`config.mk`:
```
export PLATFORM = sky130hd
export DESIGN_NAME = ext_arbiter
export DESIGN_NICKNAME = d
export VERILOG_FILES = /design/src/rtl/ext_arbiter.sv
export SDC_FILE = /design/constraint.sdc
export NUM_CORES = 1
export LEC_CHECK = 0
export BUFFER_PORTS_ARGS = -buffer_cell sky130_fd_sc_hd__buf_2
export CELL_PAD_IN_SITES_DETAIL_PLACEMENT = 0
export CELL_PAD_IN_SITES_GLOBAL_PLACEMENT = 2
export CORE_AREA = 8 8 82 99
export CTS_BUF_LIST = sky130_fd_sc_hd__clkbuf_4 sky130_fd_sc_hd__clkbuf_8
export DETAILED_ROUTE_END_ITERATION = 10
export DIE_AREA = 0 0 90 107
export GPL_TIMING_DRIVEN = 0
export PLACE_DENSITY = 0.75
export REMOVE_ABC_BUFFERS = 1
export SYNTH_ARGS = -nofsm -noshare
export SYNTH_HDL_FRONTEND = slang
export SYNTH_SLANG_ARGS = --single-unit
```
`constraint.sdc`:
```
create_clock -name clk -period 1.6 [get_ports clk]
set_input_delay 0.32 -clock clk [delete_from_list [all_inputs] [get_ports clk]]
set_output_delay 0.32 -clock clk [all_outputs]
set_load 0.01 [all_outputs]
```
`src/rtl/ext_arbiter.sv`:
```
// Round-robin arbiter that shares one 16-bit immediate extender between two requesters,
// registering the extender operands and returning the tagged result one cycle later.
module ext_arbiter #(
    parameter bit RESET_PRIO = 1'b0,
    localparam int unsigned IN_W  = 11,
    localparam int unsigned SEL_W = 2,
    localparam int unsigned OUT_W = 16
) (
    input  logic             clk,
    input  logic             rst,
    input  logic             flush,
    input  logic             req0,
    input  logic [IN_W-1:0]  req0_in,
    input  logic [SEL_W-1:0] req0_sel,
    input  logic             req0_sign,
    input  logic             req1,
    input  logic [IN_W-1:0]  req1_in,
    input  logic [SEL_W-1:0] req1_sel,
    input  logic             req1_sign,
    output logic             gnt0,
    output logic             gnt1,
    output logic [IN_W-1:0]  ext_in,
    output logic [SEL_W-1:0] ext_sel,
    output logic             ext_sign,
    input  logic [OUT_W-1:0] ext_out,
    output logic             resp_valid,
    output logic             resp_id,
    output logic [OUT_W-1:0] resp_imm,
    output logic             resp_err,
    output logic             busy
);

    typedef struct packed {
        logic [IN_W-1:0]  val;
        logic [SEL_W-1:0] sel;
        logic             sign;
    } op_t;

    localparam logic [SEL_W-1:0] SEL_ILLEGAL = SEL_W'(3);

    op_t  op0_c;
    op_t  op1_c;
    op_t  win_c;
    logic gnt_any_c;
    logic resp_load_c;
    logic last;
    logic iss_valid;
    logic iss_id;

    assign op0_c = {req0_in, req0_sel, req0_sign};
    assign op1_c = {req1_in, req1_sel, req1_sign};

    // Arbitration: sole requester wins; on contention the one not granted last wins.
    always_comb begin
        gnt0 = 1'b0;
        gnt1 = 1'b0;
        if (!rst && !flush) begin
            if (req0 && req1) begin
                if (last) gnt0 = 1'b1;
                else      gnt1 = 1'b1;
            end else if (req0) begin
                gnt0 = 1'b1;
            end else if (req1) begin
                gnt1 = 1'b1;
            end
        end
    end

    assign gnt_any_c   = gnt0 | gnt1;
    assign win_c       = gnt1 ? op1_c : op0_c;
    assign resp_load_c = iss_valid && !flush;

    // Issue and response stages; flush drops in-flight work but keeps data registers.
    always_ff @(posedge clk) begin
        if (rst) begin
            last       <= ~RESET_PRIO;
            iss_valid  <= 1'b0;
            iss_id     <= 1'b0;
            ext_in     <= '0;
            ext_sel    <= '0;
            ext_sign   <= 1'b0;
            resp_valid <= 1'b0;
            resp_id    <= 1'b0;
            resp_imm   <= '0;
            resp_err   <= 1'b0;
        end else begin
            iss_valid  <= gnt_any_c;
            resp_valid <= resp_load_c;
            if (flush) begin
                last <= ~RESET_PRIO;
            end else if (gnt_any_c) begin
                last <= gnt1;
            end
            if (gnt_any_c) begin
                ext_in   <= win_c.val;
                ext_sel  <= win_c.sel;
                ext_sign <= win_c.sign;
                iss_id   <= gnt1;
            end
            if (resp_load_c) begin
                resp_id  <= iss_id;
                resp_err <= (ext_sel == SEL_ILLEGAL);
                resp_imm <= (ext_sel == SEL_ILLEGAL) ? '0 : ext_out;
            end
        end
    end

    assign busy = iss_valid;

endmodule

```
# == After elaboration in Yosys (flattened, before gate mapping) ==
# Cells that the tools add are included.
# totals
word_cells,29
inputBits,49
register_bits,36
# op_classes
eq_ne,1
n_reduce_logical,6
muxes,11
bitwise,1
# ops
operator,count
16-bit 2-to-1 mux,1
14-bit 2-to-1 mux,1
1-bit 2-to-1 mux,9
1-bit logical AND,3
"2-bit equality test, second input constant",1
1-bit zero test,2
2-bit OR reduction,1
1-bit bitwise OR,1

# == Depth between registers and ports, before layout ==
# logic_depth
depth_word,5
ltp_mapped,5

# == Least setup slack after synthesis ==
# OpenSTA, ideal clock, no wires.
# synth_timing
kind,input-to-output
start,input req1
end,output gnt1
path_slack_ps,223
arrival_time_ps,1057
t_required_ps,1280
path_buffers,2
stages,4
cell_sequence,a21bo_1 -> buf_2 -> buf_2 -> nor2_1
# synth_via
elab_chain_cells,4
elab_cells_between_ends,5
# synth_rtl
element,line_no,source
start: declaration,16,"input logic req1,"
1-bit 2-to-1 mux,63,end else if (req1) begin
1-bit 2-to-1 mux,61,end else if (req0) begin
1-bit 2-to-1 mux *,58,if (req0 && req1) begin
1-bit 2-to-1 mux *,57,if (!rst && !flush) begin
end: declaration,21,"output logic gnt1,"
# Mark *: on every way between the ends. The rest lies on a longest branch, timed or not.

# == Final worst setup path ==
# layout_timing
start,input rst
end,output gnt0
# layout_via
elab_chain_cells,3
# layout_rtl
element,line_no,source
start: declaration,10,"input logic rst,"
1-bit zero test,57,
1-bit logical AND,57,
1-bit 2-to-1 mux,57,
end: declaration,20,"output logic gnt0,"
# No other way between the ends.

==> key figures <==
Placement
  – Port Buffers: 84
  – Number of placed instances, taps included: 335
  – Routability congestion estimate: 0.677
  – DP Area: 1970 um2
  – Place WS: -662 ps
  – Detailed placer's ending HPWL: 3330 um

Power
  – Clk pwr share: 36.2%
  – Power Density: 916 nW/um2
  – Share of power burned in registers: 48.9%
  – Lkg Pwr: 1.04 nW
  – Total power: 1.97 mW
  – Peak supply drop: 0.300 mV
  – Internal power: 1.47 mW
  – Comb power frac: 14.9%
  – Net Sw Frac: 25.2%
  – P_sw: 496 uW

CTS
  – Clk pin slew, worst setup/hold paths: 80 ps
  – Root Driver: clkbuf_8
  – CTS Buf Count: 5
  – CTS tree: built
  – Worst skew pair latency: 280 ps
  – Deepest clock path buffer count: 2
  – Clock net sink count: 36
  – H-tree Lvls: 2

Synth
  – Area contributors post-synth: dfxtp_1 48%, mux2i_1 9.3%, a21oi_1 6.3%, nand3_1 5.3%, o21ai_1 5.3%
  – Count of different cell masters after synthesis: 24
  – Synthesized area per cell: 8.55 um2
  – Post-Synthesis Cells: 177
  – Post-synthesis sequential area ratio: 47.6%
  – Seq cells post-synth: 36
  – Area fraction of the dominant cell type after synthesis: 47.6%
  – Synth warn: 0
  – Synthesized area: 1510 um2
  – Synth area leader: dfxtp_1

GRT
  – GRT Total Usage: 9.56%
  – Global Route met2 Usage: 14.9%
  – First-pass GRT wire length: 7580 um
  – Vias in the first global route: 1567
  – Met1 usage: 11.5%
  – Global route overflow: 0
  – Largest net degree at the start of global routing: 35
  – Initial antenna violation count: 0
  – Grt met3 use: 4.68%
  – GR peak layer: met2

STA
  – Final setup margin: 46.4 ps
  – Slew @ Worst Pin: 679 ps
  – Hold Worst Slack: 272 ps
  – Maximum clock rate: 644 MHz
  – Crit path time final: 1550 ps
  – Slew Viols, Final: 0
  – RSZ-0062 raised after global routing: no
  – Final setup violation count: 0
  – Period Utilization, post-route: 97.1%
  – Final Hold Vio Count: 0
  – Setup TNS: 0 ps
  – Slew margin rel.: 54.7%
  – Worst Clk Skew: 7.15 ps

Routing
  – Final wirelength: 4720 um
  – Routed length per instance: 13.5 um
  – Residual DRC: 0
  – Vias: 1482
  – Initial drt markers: 34
  – Vias per cell: 4.25
  – Final antenna-violating net count: 0
  – Router iterations before antenna repair: 4

Finish
  – Fin util: 32.5%
  – Post-Layout Cell Count: 349
  – Number of fill cells: 729
  – Area Growth Syn to Fin: 41.7%
  – Finished Cell Area: 2150 um2
  – Nets: 310
  – Antenna Cells: 0
  – Share of cells above drive strength 1: 40.5%

Setup path
  – CP startpoint: rst
  – Crit path max fanout: 34
  – CP Class: input port to output pin
  – Data required, critical path: 1280 ps
  – Worst r2r src: busy
  – Crit path launch type: input port
  – Critical Path AT: 1230 ps
  – Setup crit end kind: output pin

Worst hold path
  – Worst hold path class: input port to flip-flop
  – Hold_sp: req0

Die
  – Core Footprint: 6610 um2
  – DIE WIDTH: 90 um
  – Die Ht: 107 um
  – Initial Utilization: 22.9%
  – Full die area: 9630 um2
  – # rows: 33
  – Num ports: 85

Flow run
  – Maxcap violations: 0

Run status
  – Outcome: complete, no violations
cell families after synthesis:
family          count (synthesis)  synth area share [%]
simple gates                   59                  19.8
compound gates                 51                  17.4
flops                          36                  47.6
buf+inv                        17                  6.03
mux                            14                  9.26
sequential cells by signal (all words and copies together) (netlist names):
register,cells
last,1
ext_sign,1
ext_sel,2
resp_imm,16
ext_in,11
busy,1
resp_valid,1
resp_id,1
resp_err,1
iss_id,1
synthesized netlist by cell type, drive strengths merged:
master and instances:
inv 3, and2b 4, nand2b 1, clkbuf 4, nor2 4, o21ai 30, a21bo 1, nand2 19
or2 3, a21oi 19, nor2b 11, a211oi 1, mux2i 14, buf 9, dlygate4sd1 1, dfxtp 36
and2 1, nand3 16
repair_timing:
item / in CTS / in global routing
gates resized for setup: 8 / 2
setup endpoints to repair: 25 / 17
hold endpoints to repair: 0 / 0
hold buffers: 0 / 0
setup buffers: 0 / 6
pin swaps: 1 / 2
power groups by stage:
| stage | Sequential (mW) | Combinational [mW] | Clock (mW) |
|---|---|---|---|
| 2_1_floorplan | 1.00 | 0.108 | 0 |
| 3_3_place_gp | 0.981 | 0.278 | 0 |
| 3_5_place_dp | 0.982 | 0.281 | 0 |
| 4_1_cts | 0.961 | 0.288 | 0.746 |
| 5_1_grt | 0.968 | 0.326 | 0.783 |
| 6_report | 0.962 | 0.293 | 0.711 |
layout by cell type (no fill, tap or decap), types with 2 or more instances in the layout:
cell       n
nor2_1     3
nand2_1   19
o21ai_1   16
o21ai_0   14
a21oi_1   18
inv_1      2
nor2b_1   10
buf_6      2
and2b_1    4
dfxtp_1   36
mux2i_1   14
clkbuf_4   2
clkbuf_8   6
or2_4      2
buf_4      6
nand3_1   16
buf_2     83
area by class of cell:
class	count	area [um2]	share of cell area, %
Clock buffer	8	97.6	4.55
Multi-Input combinational cell	124	724	33.8
Inverter	3	11.3	0.525
Tap cell	87	109	5.07
Sequential cell	36	721	33.6
Timing Repair Buffer	91	483	22.5
final timing paths:
check	end	slack (ps)	cells after the start
max	gnt0	50	5
min	last	270	2
max reg2reg	resp_err	380	4
min reg2reg	resp_imm[9]	450	2
worst max-delay path, cell delays in order:
cell	delay, ps
buf_6	170
or2_4	340
a21oi_2	130
and2_1	130
buf_2	120
per-layer routing:
metal  wire length (um)  vias to the layer above  part of all wire [%]
met5                  0                        -                     0
met4                 34                        0                  0.72
met3                426                        4                   9.0
met2               2030                       68                    43
met1               2230                      640                    47
li1                   -                      770                     -
Note: power is estimated with default switching activity, not from simulation.
